## src/rtl/uart_rx_byte_pkg.sv

```systemverilog
// Shared types and default timing for the 8N1 UART receiver.
// The receiver's PARITY state is only reachable with UART_RX_PARITY_EN.
package uart_pkg;

   typedef enum logic [2:0] {
      IDLE,
      START,
      DATA,
      PARITY,
      STOP,
      BREAK
   } rx_state_t;

   localparam int UART_CLKS_PER_BIT = 320;
   localparam int UART_HALF_BIT     = 160;

endpackage

```

## src/rtl/uart_rx_byte_if.sv

```systemverilog
// Serial line plus byte/strobe outputs of the UART receiver.
// slave is the receiver side, master is the line driver and consumer.
interface uart_rx_byte_if;

   logic       en;
   logic       rx_in;
   logic [7:0] rx_data;
   logic       rx_valid;
   logic       frame_err;
   logic       busy;

   modport master (
      output en, rx_in,
      input  rx_data, rx_valid, frame_err, busy
   );

   modport slave (
      input  en, rx_in,
      output rx_data, rx_valid, frame_err, busy
   );

endinterface

```

## src/rtl/uart_rx_byte_bit_timer.sv

```systemverilog
// Bit-period timer for the UART receiver: flags half-bit and full-bit
// points; the FSM clears it on every timing event to re-phase it.
module uart_rx_bit_timer #(
   parameter int CLKS_PER_BIT = 320,
   parameter int HALF_BIT     = CLKS_PER_BIT / 2
) (
   input  logic MHz10,
   input  logic nrst,
   input  logic clear,
   input  logic enable,
   output logic at_half,
   output logic at_full
);

   localparam logic [8:0] HALF_M1 = 9'(HALF_BIT - 1);
   localparam logic [8:0] FULL_M1 = 9'(CLKS_PER_BIT - 1);

   logic [8:0] cnt;

   always_ff @(posedge MHz10 or negedge nrst) begin
      if (!nrst) begin
         cnt <= 9'd0;
      end else if (clear) begin
         cnt <= 9'd0;
      end else if (enable) begin
         cnt <= cnt + 9'd1;
      end
   end

   assign at_half = (cnt == HALF_M1);
   assign at_full = (cnt == FULL_M1);

endmodule

```

## src/rtl/uart_rx_byte.sv

```systemverilog
// 8N1 UART receiver, mid-bit sampling, one-cycle valid/error strobes.
// Define UART_RX_PARITY_EN to insert an even-parity bit before stop.
module uart_rx_byte
   import uart_pkg::*;
#(
   parameter int CLKS_PER_BIT = UART_CLKS_PER_BIT,
   parameter int HALF_BIT     = CLKS_PER_BIT / 2
) (
   input  logic          MHz10,
   input  logic          nrst,
   uart_rx_byte_if.slave bus
);

   rx_state_t  state;
   logic       sync1;
   logic       rx_s;
   logic [2:0] bit_idx;
   logic [7:0] sh;
   logic [7:0] rx_data;
   logic       rx_valid;
   logic       frame_err;
   logic       busy;
   logic       at_half;
   logic       at_full;
   logic       ev;
   logic       clear;
`ifdef UART_RX_PARITY_EN
   logic       par_err;
`endif

   always_comb begin
      ev = 1'b0;
      case (state)
         IDLE:    ev = ~rx_s;
         START:   ev = at_half;
         BREAK:   ev = rx_s;
         default: ev = at_full;
      endcase
   end

   // Timer only runs while a frame is being timed.
   assign clear = ~bus.en | ev | (state == IDLE) | (state == BREAK);

   uart_rx_bit_timer #(
      .CLKS_PER_BIT (CLKS_PER_BIT),
      .HALF_BIT     (HALF_BIT)
   ) u_timer (
      .MHz10   (MHz10),
      .nrst    (nrst),
      .clear   (clear),
      .enable  (bus.en),
      .at_half (at_half),
      .at_full (at_full)
   );

   always_ff @(posedge MHz10 or negedge nrst) begin
      if (!nrst) begin
         sync1     <= 1'b1;
         rx_s      <= 1'b1;
         state     <= IDLE;
         bit_idx   <= 3'd0;
         sh        <= 8'h00;
         rx_data   <= 8'h00;
         rx_valid  <= 1'b0;
         frame_err <= 1'b0;
         busy      <= 1'b0;
`ifdef UART_RX_PARITY_EN
         par_err   <= 1'b0;
`endif
      end else begin
         sync1     <= bus.rx_in;
         rx_s      <= sync1;
         rx_valid  <= 1'b0;
         frame_err <= 1'b0;
         if (!bus.en) begin
            state <= IDLE;
            busy  <= 1'b0;
         end else begin
            unique case (state)
               IDLE: if (!rx_s) begin
                  state <= START;
                  busy  <= 1'b1;
               end
               START: if (at_half) begin
                  if (!rx_s) begin
                     state   <= DATA;
                     bit_idx <= 3'd0;
`ifdef UART_RX_PARITY_EN
                     par_err <= 1'b0;
`endif
                  end else begin
                     state <= IDLE;
                     busy  <= 1'b0;
                  end
               end
               DATA: if (at_full) begin
                  sh      <= {rx_s, sh[7:1]};
                  bit_idx <= bit_idx + 3'd1;
                  if (bit_idx == 3'd7) begin
`ifdef UART_RX_PARITY_EN
                     state <= PARITY;
`else
                     state <= STOP;
`endif
                  end
               end
`ifdef UART_RX_PARITY_EN
               PARITY: if (at_full) begin
                  par_err <= ^{sh, rx_s};
                  state   <= STOP;
               end
`endif
               STOP: if (at_full) begin
                  if (rx_s) begin
                     state <= IDLE;
                     busy  <= 1'b0;
`ifdef UART_RX_PARITY_EN
                     if (par_err) begin
                        frame_err <= 1'b1;
                     end else begin
                        rx_data  <= sh;
                        rx_valid <= 1'b1;
                     end
`else
                     rx_data  <= sh;
                     rx_valid <= 1'b1;
`endif
                  end else begin
                     frame_err <= 1'b1;
                     state     <= BREAK;
                  end
               end
               // Held-low line must rise before a new start counts.
               BREAK: if (rx_s) begin
                  state <= IDLE;
                  busy  <= 1'b0;
               end
               default: begin
                  state <= IDLE;
                  busy  <= 1'b0;
               end
            endcase
         end
      end
   end

   assign bus.rx_data   = rx_data;
   assign bus.rx_valid  = rx_valid;
   assign bus.frame_err = frame_err;
   assign bus.busy      = busy;

endmodule
```

## src/flat_wrapper.sv

```systemverilog
// flat-port wrapper written by rule: the top's interface ports become plain ports
module uart_rx_byte_flat import uart_pkg::*;
#(
   parameter int CLKS_PER_BIT = UART_CLKS_PER_BIT,
   parameter int HALF_BIT     = CLKS_PER_BIT / 2
)
  (MHz10, nrst, bus_en, bus_rx_in, bus_rx_data, bus_rx_valid, bus_frame_err, bus_busy);
  uart_rx_byte_if bus_i ();
  input  logic MHz10;
  input  logic nrst;
  input wire logic [$bits(bus_i.en)-1:0] bus_en;
  input wire logic [$bits(bus_i.rx_in)-1:0] bus_rx_in;
  output wire logic [$bits(bus_i.rx_data)-1:0] bus_rx_data;
  output wire logic [$bits(bus_i.rx_valid)-1:0] bus_rx_valid;
  output wire logic [$bits(bus_i.frame_err)-1:0] bus_frame_err;
  output wire logic [$bits(bus_i.busy)-1:0] bus_busy;
  assign bus_i.en = bus_en;
  assign bus_i.rx_in = bus_rx_in;
  assign bus_rx_data = bus_i.rx_data;
  assign bus_rx_valid = bus_i.rx_valid;
  assign bus_frame_err = bus_i.frame_err;
  assign bus_busy = bus_i.busy;
  uart_rx_byte #(.CLKS_PER_BIT(CLKS_PER_BIT), .HALF_BIT(HALF_BIT)) u_core (.MHz10(MHz10), .nrst(nrst), .bus(bus_i));
endmodule
```

## config.mk

```make
export PLATFORM = sky130hd
export DESIGN_NAME = uart_rx_byte_flat
export DESIGN_NICKNAME = d
export VERILOG_FILES = /design/src/rtl/uart_rx_byte_pkg.sv /design/src/rtl/uart_rx_byte_if.sv /design/src/rtl/uart_rx_byte_bit_timer.sv /design/src/rtl/uart_rx_byte.sv /design/src/flat_wrapper.sv
export SDC_FILE = /design/constraint.sdc
export NUM_CORES = 1
export LEC_CHECK = 0
export ABC_AREA = 1
export CAP_MARGIN = 20
export CORE_AREA = 2 2 64 66
export CTS_CLUSTER_DIAMETER = 100
export DETAILED_ROUTE_END_ITERATION = 6
export DIE_AREA = 0 0 66 68
export MAX_ROUTING_LAYER = met4
export PLACE_DENSITY = 0.81
export SYNTH_ARGS = -nofsm -noshare
export SYNTH_HDL_FRONTEND = slang
export SYNTH_HIERARCHICAL = 1
export SYNTH_SLANG_ARGS = --single-unit
```

## constraint.sdc

```tcl
create_clock -name MHz10 -period 2.02 [get_ports MHz10]
set_input_delay 0.303 -clock MHz10 [delete_from_list [all_inputs] [get_ports MHz10]]
set_output_delay 0.303 -clock MHz10 [all_outputs]
set_load 0.05 [all_outputs]
```

==> key figures <==
Finish
  – Total Nets Final: 262
  – Commonest non-fill, non-tap cell in the layout: nand2_1
  – Area grow syn2layout: 19.7%
  – Antenna diodes: 0
  – Reg area: 903 um2
  – Fill cells: 356
  – Commonest cells after routing, fill and taps aside: nand2_1 (58), dfrtp_1 (34), nor2_1 (27), inv_1 (23), nand3_1 (20)
  – Multi-input logic area: 883 um2
  – Post-layout util: 58.7%
  – Layout cell share with drive strength beyond 1: 24.6%

Synth
  – Top cell type's share of synthesized area: 45.0%
  – Mean post-synth cell area: 8.26 um2
  – Cell count after synthesis: 229
  – Synth Cell Area: 1890 um2
  – Synth top area cells: dfrtp_1 (45%), nand2_1 (12%), o21ai_2 (6.9%)
  – Post-synth top area cell: dfrtp_1
  – Post-synth EDFFs: 0
  – Synth warnings: 6
  – Post-synth top flop: dfrtp_1
  – Number of distinct library cells after synthesis: 24
  – Sequential-to-total area share from yosys stat: 47.8%
  – Yosys reg bits: 36
  – Async SR Flop Fraction: 100%
  – Syn Nets: 236

Global route
  – Gr usage total: 17.7%
  – First-pass GRT wire length: 5.87 mm
  – Vias in the first global route: 1,347
  – Initial antenna violation count: 0
  – Global route total overflow: 0
  – Largest net degree at the start of global routing: 17

Worst setup path
  – CP Launch Type: flip-flop
  – FF-to-FF setup slack: 0.08 ns
  – Setup crit end kind: flip-flop
  – R2R cell count: 10
  – Req. time, crit path: 2.20 ns
  – Worst Setup SP: u_core/u_timer/cnt[1]
  – Critical Path AT: 2.12 ns
  – Max FO, Critical Path: 16
  – Worst r2r src: u_core/u_timer/cnt[1]
  – Crit Path Category: flip-flop to flip-flop
  – Worst Setup EP: u_core/bus.rx_data[4]
  – Critical R2R Capture: u_core/bus.rx_data[4]

Die
  – Die Y: 68 um
  – Starting density of the core: 49.0%
  – IO Pins: 15
  – Die W: 66 um
  – DIE AREA: 4490 um2
  – # rows: 23
  – Core area: 3860 um2

Route
  – Final ANT Viol Nets: 0
  – DR pass1 iterations: 4
  – Met3 wire length: 121 um
  – Top sig layer: met4
  – Met2 WL post-DR: 1.69 mm
  – Via count: 1,511
  – Drc violations: 0
  – First DRT Iteration DRCs: 107
  – M1 WL: 1.56 mm
  – Vias/cell: 4.94
  – Final wirelength: 3.45 mm
  – Post-DR wirelength/cell: 11.3 um

Clock network
  – CTS H-tree lvls: 2
  – TritonCTS clock tree: built
  – Worst-Skew Late Latency: 0.29 ns
  – Clk buf depth: 2
  – Worst-path clk slew: 0.07 ns
  – Clk sinks: 36
  – CTS Buf Count: 5
  – CTS Root Cell: clkbuf_8

Run
  – Max Cap Viol: 0

Power
  – Sw Pwr: 0.624 mW
  – Tot Pwr: 1.82 mW
  – Logic gate share of total power: 25.1%
  – Worst ir drop on vdd: 0.424 mV
  – Internal power: 1.20 mW
  – Sw Share: 34.3%
  – Clk pwr share: 30.0%
  – Sequential power share: 45.0%
  – Leakage: 1.05 nW
  – Power per cell area: 804 nW/um2

Place
  – Placer Congestion: 0.911
  – Dpl ws: 0.0416 ns
  – Hpwl dp: 2.54 mm
  – IO Port Bufs: 14

STA
  – Max frequency: 515 MHz
  – Setup WS post-layout: 0.0771 ns
  – Crit path time final: 1.94 ns
  – Worst Skew: 0.00920 ns
  – Fin. max-slew vios: 0
  – Period utilization: 96.2%
  – Fin. Hold Viols: 0
  – Relative slew slack: 66.4%
  – Hold slack: 0.358 ns
  – RSZ-0062 raised after global routing: yes
  – Setup violators final: 0
  – Slew of the pin with the lowest slew margin: 0.502 ns
  – Setup TNS: 0 ns

Hold path
  – Hold depth: 0
  – Hold Path Class: flip-flop to flip-flop

Outcome
  – Outcome: finished, final reports clean
per-stage QoR:
step / instances / instance area, um2
3_5_place_dp: 296 / 2100
5_1_grt: 306 / 2260
6_report: 306 / 2260
4_1_cts: 305 / 2200
2_1_floorplan: 229 / 1890
3_3_place_gp: 296 / 2100
cell families after synthesis:
kind of cell / Yosys count / synth area share, %
compound gates: 27 / 10.3
flops: 36 / 47.8
buf+inv: 33 / 8.34
simple gates: 130 / 31.6
fa+ha+maj: 3 / 1.99
synth_stat cells, types with 3 or more instances:
library cell	n
nor2_2	4
nand2_2	4
nand2_1	60
nand4_1	3
nand3_1	21
nor2_1	29
dfrtp_1	34
inv_1	24
o21ai_2	15
buf_6	4
a21oi_1	6
ha_1	3
inv_2	4
o21ai_0	4
per-layer routing:
layer	up-vias	track usage (%)
met1	698	22.1
li1	778	-
met5	-	-
met2	28	27.4
met3	7	5.10
met4	0	7.14
timing repair:
item | 4_1_cts | 5_1_grt
hold buffers | 1 | 0
setup endpoints to repair | 0 | 9
gates resized for setup | 0 | 16
setup buffers | 0 | 1
hold endpoints to repair | 6 | 0
final cells by class:
cell class | instances | area share [%]
Sequential cell | 36 | 39.9
Multi-Input combinational cell | 160 | 39.0
Timing Repair Buffer | 24 | 9.40
Inverter | 28 | 4.64
Clock buffer | 6 | 3.65
Tap cell | 50 | 2.76
Clock inverter | 2 | 0.608
worst max-delay path: stages, from the launching register on:
cell	delay, ns
dfrtp_1	0.39
ha_2	0.24
nand3_4	0.12
nor2_4	0.15
and3_4	0.19
inv_1	0.05
buf_4	0.14
nor2_4	0.11
nand3_4	0.21
nand2_1	0.15
o21ai_2	0.06
registers in the layout, indices dropped and copies added, names as in the netlist:
register              cells
u_core/rx_s               1
u_core/sh                 8
u_core/bus.rx_data        8
u_core/bus.frame_err      1
u_core/sync1              1
u_core/state              3
u_core/bus.rx_valid       1
u_core/u_timer/cnt        9
u_core/bus.busy           1
u_core/bit_idx            3
power by group through the flow:
stage          logic [mW]  registers (mW)  clock network (mW)
5_1_grt             0.519           0.824               0.593
4_1_cts             0.430           0.818               0.556
6_report            0.456           0.818               0.546
3_3_place_gp        0.421           0.831                   0
2_1_floorplan       0.299           0.846                   0
3_5_place_dp        0.426           0.833                   0
how the worst min path moves through the flow:
| stage | start | to |
|---|---|---|
| CTS | u_core/sync1 | u_core/rx_s |
| finish | u_core/sync1 | u_core/rx_s |
| global placement | nrst | u_core/sh[5] |
| detailed placement | nrst | u_core/sh[5] |
| global route | u_core/sync1 | u_core/rx_s |
| floorplan | nrst | u_core/bit_idx[0] |
Power figures use the tool's default switching activity.
